`src/rtl/sd_multipiece_mod.sv`:
```
// Multi-level (NPIECE-element) sigma-delta modulator, 1st or 2nd order, with
// optional data-weighted-averaging element rotation and a frame-aligned
// valid/ready input handshake.
module sd_multipiece_mod #(
  parameter int unsigned BITWIDTH = 32,
  parameter int unsigned NPIECE   = 4,
  parameter int unsigned ORDER    = 1,
  parameter int unsigned ACCW     = BITWIDTH + 4,
  parameter int unsigned FRAME    = 8
) (
  input  logic                    clk,
  input  logic                    reset,
  input  logic [BITWIDTH-1:0]     kin,
  input  logic                    kin_valid,
  output logic                    kin_ready,
  input  logic                    dwa_en,
  output logic [NPIECE-1:0]       sd_out,
  output logic [$clog2(NPIECE):0] level,
  output logic                    ovf
);

  localparam int unsigned PW = $clog2(NPIECE);
  localparam int unsigned LW = PW + 1;
  localparam int unsigned FW = $clog2(FRAME);
  localparam int unsigned SH = BITWIDTH - PW;  // log2(STEP), STEP = 2H/NPIECE
  localparam int unsigned SW = ACCW + 2;       // working width: no wrap before sat()

  localparam logic signed [SW-1:0] ACC_MAX = {3'b000, {(ACCW-1){1'b1}}};
  localparam logic signed [SW-1:0] ACC_MIN = {3'b111, {(ACCW-1){1'b0}}};
  localparam logic signed [SW-1:0] Q_BIAS  = (SW'(1) << (BITWIDTH-1)) + (SW'(1) << (SH-1));
  localparam logic signed [SW-1:0] HALF_N  = SW'(NPIECE / 2);
  localparam logic signed [SW-1:0] FULL_N  = SW'(NPIECE);
  localparam logic [LW-1:0]        LVL_RST = LW'(NPIECE / 2);
  localparam logic [NPIECE-1:0]    SD_RST  = NPIECE'((64'd1 << (NPIECE / 2)) - 64'd1);

  // Illegal parameterisations stop elaboration.
  if (ORDER != 1 && ORDER != 2) begin : g_bad_order
    $error("sd_multipiece_mod: ORDER must be 1 or 2");
  end
  if (NPIECE < 2 || NPIECE > 16 || (NPIECE & (NPIECE - 1)) != 0) begin : g_bad_npiece
    $error("sd_multipiece_mod: NPIECE must be 2, 4, 8 or 16");
  end
  if (FRAME < 2 || (FRAME & (FRAME - 1)) != 0) begin : g_bad_frame
    $error("sd_multipiece_mod: FRAME must be a power of 2, at least 2");
  end

  logic signed [BITWIDTH-1:0] x_q, x_d;
  logic signed [ACCW-1:0]     acc1_q, acc1_d;
  logic signed [ACCW-1:0]     acc2_q, acc2_d;
  logic [FW-1:0]              frame_q, frame_d;
  logic [PW-1:0]              ptr_q, ptr_d;
  logic [LW-1:0]              level_q, level_d;
  logic [NPIECE-1:0]          sd_q, sd_d;
  logic                       ovf_q, ovf_d;

  logic signed [SW-1:0]   x_ext, fb, a1, a2, q_sum, k_raw;
  logic signed [ACCW-1:0] s1, s2, q_in;
  logic                   clip1, clip2;
  logic [NPIECE-1:0]      therm, rot;
  logic [PW-1:0]          idx;

  function automatic logic signed [SW-1:0] sext_acc(input logic signed [ACCW-1:0] v);
    return {{(SW-ACCW){v[ACCW-1]}}, v};
  endfunction

  function automatic logic clips(input logic signed [SW-1:0] v);
    return (v > ACC_MAX) || (v < ACC_MIN);
  endfunction

  function automatic logic signed [ACCW-1:0] sat(input logic signed [SW-1:0] v);
    if (v > ACC_MAX) return ACC_MAX[ACCW-1:0];
    if (v < ACC_MIN) return ACC_MIN[ACCW-1:0];
    return v[ACCW-1:0];
  endfunction

  // Input is only taken on the first cycle of each frame, never during reset.
  assign kin_ready = (frame_q == '0) && reset;

  // Loop filter, quantiser and element mapping for the coming edge.
  always_comb begin
    x_d     = x_q;
    frame_d = frame_q + FW'(1);
    ptr_d   = ptr_q;
    idx     = '0;
    therm   = '0;
    rot     = '0;

    if (kin_valid && kin_ready) begin
      x_d = kin;
    end

    x_ext = {{(SW-BITWIDTH){x_q[BITWIDTH-1]}}, x_q};
    // (level - NPIECE/2) * STEP is the DAC value of the previous output.
    fb    = ($signed({{(SW-LW){1'b0}}, level_q}) - HALF_N) <<< SH;

    a1    = sext_acc(acc1_q) + x_ext - fb;
    s1    = sat(a1);
    clip1 = clips(a1);
    a2    = sext_acc(acc2_q) + sext_acc(s1) - fb;
    s2    = sat(a2);
    clip2 = clips(a2) && (ORDER == 2);

    acc1_d = s1;
    acc2_d = (ORDER == 2) ? s2 : '0;
    q_in   = (ORDER == 2) ? s2 : s1;
    ovf_d  = ovf_q || clip1 || clip2;

    // Round to nearest level: floor((q + H + STEP/2) / STEP), clamped.
    q_sum = sext_acc(q_in) + Q_BIAS;
    k_raw = q_sum >>> SH;
    if (k_raw[SW-1]) begin
      level_d = '0;
    end else if (k_raw > FULL_N) begin
      level_d = LW'(NPIECE);
    end else begin
      level_d = k_raw[LW-1:0];
    end

    for (int unsigned i = 0; i < NPIECE; i++) begin
      therm[i] = (LW'(i) < level_d);
    end
    // Rotated thermometer: bit i is on when (i - ptr) mod NPIECE < level.
    for (int unsigned i = 0; i < NPIECE; i++) begin
      idx    = PW'(i) - ptr_q;
      rot[i] = therm[idx];
    end

    if (dwa_en) begin
      sd_d  = rot;
      ptr_d = ptr_q + PW'(level_d);
    end else begin
      sd_d  = therm;
    end
  end

  // State register with synchronous active-low reset.
  always_ff @(posedge clk) begin
    if (!reset) begin
      x_q     <= '0;
      acc1_q  <= '0;
      acc2_q  <= '0;
      frame_q <= '0;
      ptr_q   <= '0;
      level_q <= LVL_RST;
      sd_q    <= SD_RST;
      ovf_q   <= 1'b0;
    end else begin
      x_q     <= x_d;
      acc1_q  <= acc1_d;
      acc2_q  <= acc2_d;
      frame_q <= frame_d;
      ptr_q   <= ptr_d;
      level_q <= level_d;
      sd_q    <= sd_d;
      ovf_q   <= ovf_d;
    end
  end

  assign sd_out = sd_q;
  assign level  = level_q;
  assign ovf    = ovf_q;

endmodule

```
`config.mk`:
```
export PLATFORM = sky130hd
export DESIGN_NAME = sd_multipiece_mod
export DESIGN_NICKNAME = d
export VERILOG_FILES = /design/src/rtl/sd_multipiece_mod.sv
export SDC_FILE = /design/constraint.sdc
export NUM_CORES = 1
export LEC_CHECK = 0
export CORE_ASPECT_RATIO = 0.7
export CORE_UTILIZATION = 30
export CTS_CLUSTER_SIZE = 14
export DETAILED_ROUTE_END_ITERATION = 8
export GPL_ROUTABILITY_DRIVEN = 0
export SETUP_SLACK_MARGIN = 0.1
export SLEW_MARGIN = 20
export SYNTH_ARGS = -nofsm -noshare
export SYNTH_HDL_FRONTEND = slang
export SYNTH_SLANG_ARGS = --single-unit
export TNS_END_PERCENT = 1
```
`constraint.sdc`:
```
create_clock -name clk -period 5 [get_ports clk]
set_clock_uncertainty 0.1 [all_clocks]
set_input_delay 0.75 -clock clk [delete_from_list [all_inputs] [get_ports clk]]
set_output_delay 0.75 -clock clk [all_outputs]
set_load 0.005 [all_outputs]
```
==> metrics.md <==
| Metric | Value |
|---|---|
| GRT Util Overall | `around 15%` |
| Post-synthesis async set-or-reset flop share | `0%` |
| Dpl hpwl | `roughly 12000 um` |
| Yosys synthesis warning count | `0` |
| Outcome | `finished, final reports clean` |
| Tcrit/Tclk final | `between 90 and 100%` |
| Via/cell ratio | `4.68` |
| H-tree Lvls | `3` |
| RSZ-0062 raised after global routing | `false` |
| Dominant synthesized flop cell | `dfxtp_1` |
| Number of port buffers | `44` |
| First-pass GRT wire length | `about 26000 um` |
| Drt first pass iters | `4` |
| TritonCTS buffer count | `9` |
| CTS Sinks | `81` |
| Library cells used by synthesis | `69` |
| Via count | `~5400` |
| Filler Cells Inserted | `approximately 2100` |
| Layout area overhead | `23.3%` |
| Nets@finish | `995` |
| Reg2Reg Depth | `24` |
| Layout cell share with drive strength beyond 1 | `14.8%` |
| Root Buffer | `clkbuf_16` |
| Final Setup Violations | `0` |
| Worst slew pin tran | `0.941 ns` |
| Hold Slack | `0.345 ns` |
| Worst relative slew slack | `37.2%` |
| N_diodes | `0` |
| Post-route setup TNS | `0 ns` |
| Reg2Reg Setup Slack | `roughly 0.3 ns` |
| CTS tree | `done` |
| # DRC | `0` |
| Number of global-route vias before repair | `~5000` |
| Top cell type by total area after synthesis | `dfxtp_1` |
| Slew Viols, Final | `0` |
| Synth top area share | `26.0%` |
| Total of max-cap violations | `0` |
| Final worst path period need | `between 4 and 5 ns` |
| Commonest non-fill, non-tap cell in the layout | `inv_1` |
| HP Start | `frame_q[0]` |
| Startpoint Class | `flip-flop` |
| FP Rows | `between 40 and 50` |
| Most frequent cells in the layout | `inv_1, nand2_1, dfxtp_1` |
| Die Y-Extent | `123 um` |
| Grt ovf | `0` |
| Avg Cell Area, Syn | `about 7.6 um^2` |
| I/O pin cnt | `45` |
| Main area contributors after synthesis | `dfxtp_1, ha_1, inv_1` |
| Reg2reg end | `ptr_q[1]` |
| Hold EP | `frame_q[0]` |
| Hold Path Depth | `1` |
| Initial DRC Count | `between 300 and 400` |
| Final WL | `15500 um` |
| Max Clock Freq | `0.212 GHz` |
| Buffers and inverters on the worst path | `1` |
| Clock buffer depth | `2` |
| CP arrival | `4.89 ns` |
| DIE AREA | `21300 um^2` |
| Initial antenna violation count | `0` |
| CP top delay family | `simple AND/OR/NAND/NOR gates` |
| Starting density of the core | `31.0%` |
| Slowest cell on the critical path | `fa_2` |
| Max stage delay on crit path | `0.45 ns` |
| Total core area | `20100 um^2` |
| Critical R2R Launch | `level[2]` |
| Die Wd | `around 170 um` |
| Final hold viol count | `0` |
| Critical path type | `reg -> reg` |
| Register bit total from synthesis | `81` |
| CP Cell Sequence | `inv_1 > ha_4 > fa_2 > ha_4 > nand4_1 > nor4_4 > o2111ai_1 > o211ai_1 > nor2_2 > xnor2_2 > or2_4 > nand2_2 > o21ai_2 > ha_2 > or2_4 > nand4_1 > nand3_2 > a31oi_4 > nor3_4 > and2_1 > ha_1 > nand2b_1 > mux2i_1 > mux2i_1` |
| Critical Path RT | `around 5.2 ns` |
| Post-route ant nets | `0` |
| Clock-pin slew on the worst setup and hold paths | `0.07 ns` |
| Largest net degree at the start of global routing | `43` |
| Hold WC Path Type | `reg -> reg` |
| Wire per inst | `approximately 13 um` |
| EDFF count, synth | `0` |
| Critical path fanouts, max | `4` |
| Syn_nets | `approximately 930` |
| Clk_lat worst skew | `0.36 ns` |
| Mapped Cells | `820` |
| Mapped Area | `between 6000 and 7000 um^2` |
| Register area share after synthesis | `26.0%` |
| Endpoint class of the critical path | `flip-flop` |
==> through the flow <==
stage | setup slack, ns | instances | utilization, % | area (um^2)
4_1_cts | 0.102 | 1147 | 37.3 | 7480
2_1_floorplan | 0.110 | 820 | - | 6260
5_1_grt | 0.0756 | 1156 | 38.3 | 7680
3_3_place_gp | 0.0537 | 1126 | 35.3 | 7080
6_report | 0.293 | 1156 | 38.3 | 7680
3_5_place_dp | -0.121 | 1126 | 35.3 | 7080
==> registers in the layout, indices dropped and copies added, names as in the netlist <==
name and flops:
acc1_q 36, x_q 32, sd_out 4, frame_q 3
level 3, ptr_q 2, ovf 1
==> logic make-up (layout without fill, tap and decap cells) <==
family,count (synthesis),after routing,synth area share (%)
xor gates and xnor gates,37,37,5.57
adders and majority gates,78,78,16.4
and+or+nand+nor,224,224,17.0
muxes,6,6,0.965
DFF,81,81,26.0
buffers and inverters,181,247,11.5
AOI/OAI and AO/OA,213,213,22.6
==> cell usage after synthesis (3+ instances only) <==
| master | count |
|---|---|
| inv_1 | 143 |
| nand2_1 | 115 |
| dfxtp_1 | 81 |
| a21oi_1 | 80 |
| ha_1 | 71 |
| o21ai_0 | 50 |
| nor2_1 | 43 |
| clkbuf_1 | 18 |
| xor2_1 | 18 |
| nand4_1 | 17 |
| buf_2 | 16 |
| xnor2_1 | 16 |
| a21o_1 | 12 |
| o21ai_1 | 11 |
| o21a_1 | 7 |
| and2_1 | 6 |
| fa_1 | 6 |
| mux2i_1 | 6 |
| nand2b_1 | 6 |
| nand3_1 | 6 |
| a31oi_1 | 5 |
| nor2b_1 | 5 |
| nor3_1 | 5 |
| o21ai_2 | 5 |
| o21bai_1 | 5 |
| a211oi_1 | 4 |
| a21oi_2 | 4 |
| a21oi_4 | 3 |
| and3_1 | 3 |
| nor3b_1 | 3 |
| nor3b_2 | 3 |
| o211ai_1 | 3 |
| o211ai_2 | 3 |
==> worst max path at each step <==
| stage | to | slack, ns | cells after the start | from |
|---|---|---|---|---|
| after floorplan | ptr_q[1] | 0.11 | 26 | level[1] |
| after global placement | ptr_q[1] | 0.05 | 24 | x_q[31] |
| after detailed placement | ptr_q[1] | -0.12 | 24 | x_q[31] |
| after CTS | ptr_q[1] | 0.10 | 24 | level[2] |
| after global routing | ptr_q[1] | 0.08 | 25 | x_q[30] |
| final | ptr_q[1] | 0.29 | 24 | level[2] |
==> metal layers <==
layer | part of all wire (%) | GRT usage (%) | up-vias
li1 | - | - | 2824
met1 | 56 | 23.4 | 2471
met2 | 38 | 21.0 | 107
met3 | 4.8 | 3.97 | 11
met4 | 0.66 | 2.63 | 0
met5 | 0 | 0 | -
==> layout make-up <==
class	count	area [um^2]	share of cell area (%)
Clock buffer	10	239	3.11
Clock inverter	5	62.6	0.815
Inverter	144	541	7.04
Multi-Input combinational cell	558	4100	53.4
Sequential cell	81	1630	21.2
Tap cell	270	338	4.40
Timing Repair Buffer	88	774	10.1
==> timing repair <==
item	in CTS	in global routing
pin swaps	8	24
endpoints found under the setup margin	2	2
hold buffers	0	0
endpoints found under the hold margin	0	0
buffers inserted	6	9
gates cloned	0	0
resized for setup	12	32
Power is left out: the tool's default activity adds up to more than one toggle a clock period on the data nets, which glitch-free logic cannot reach.
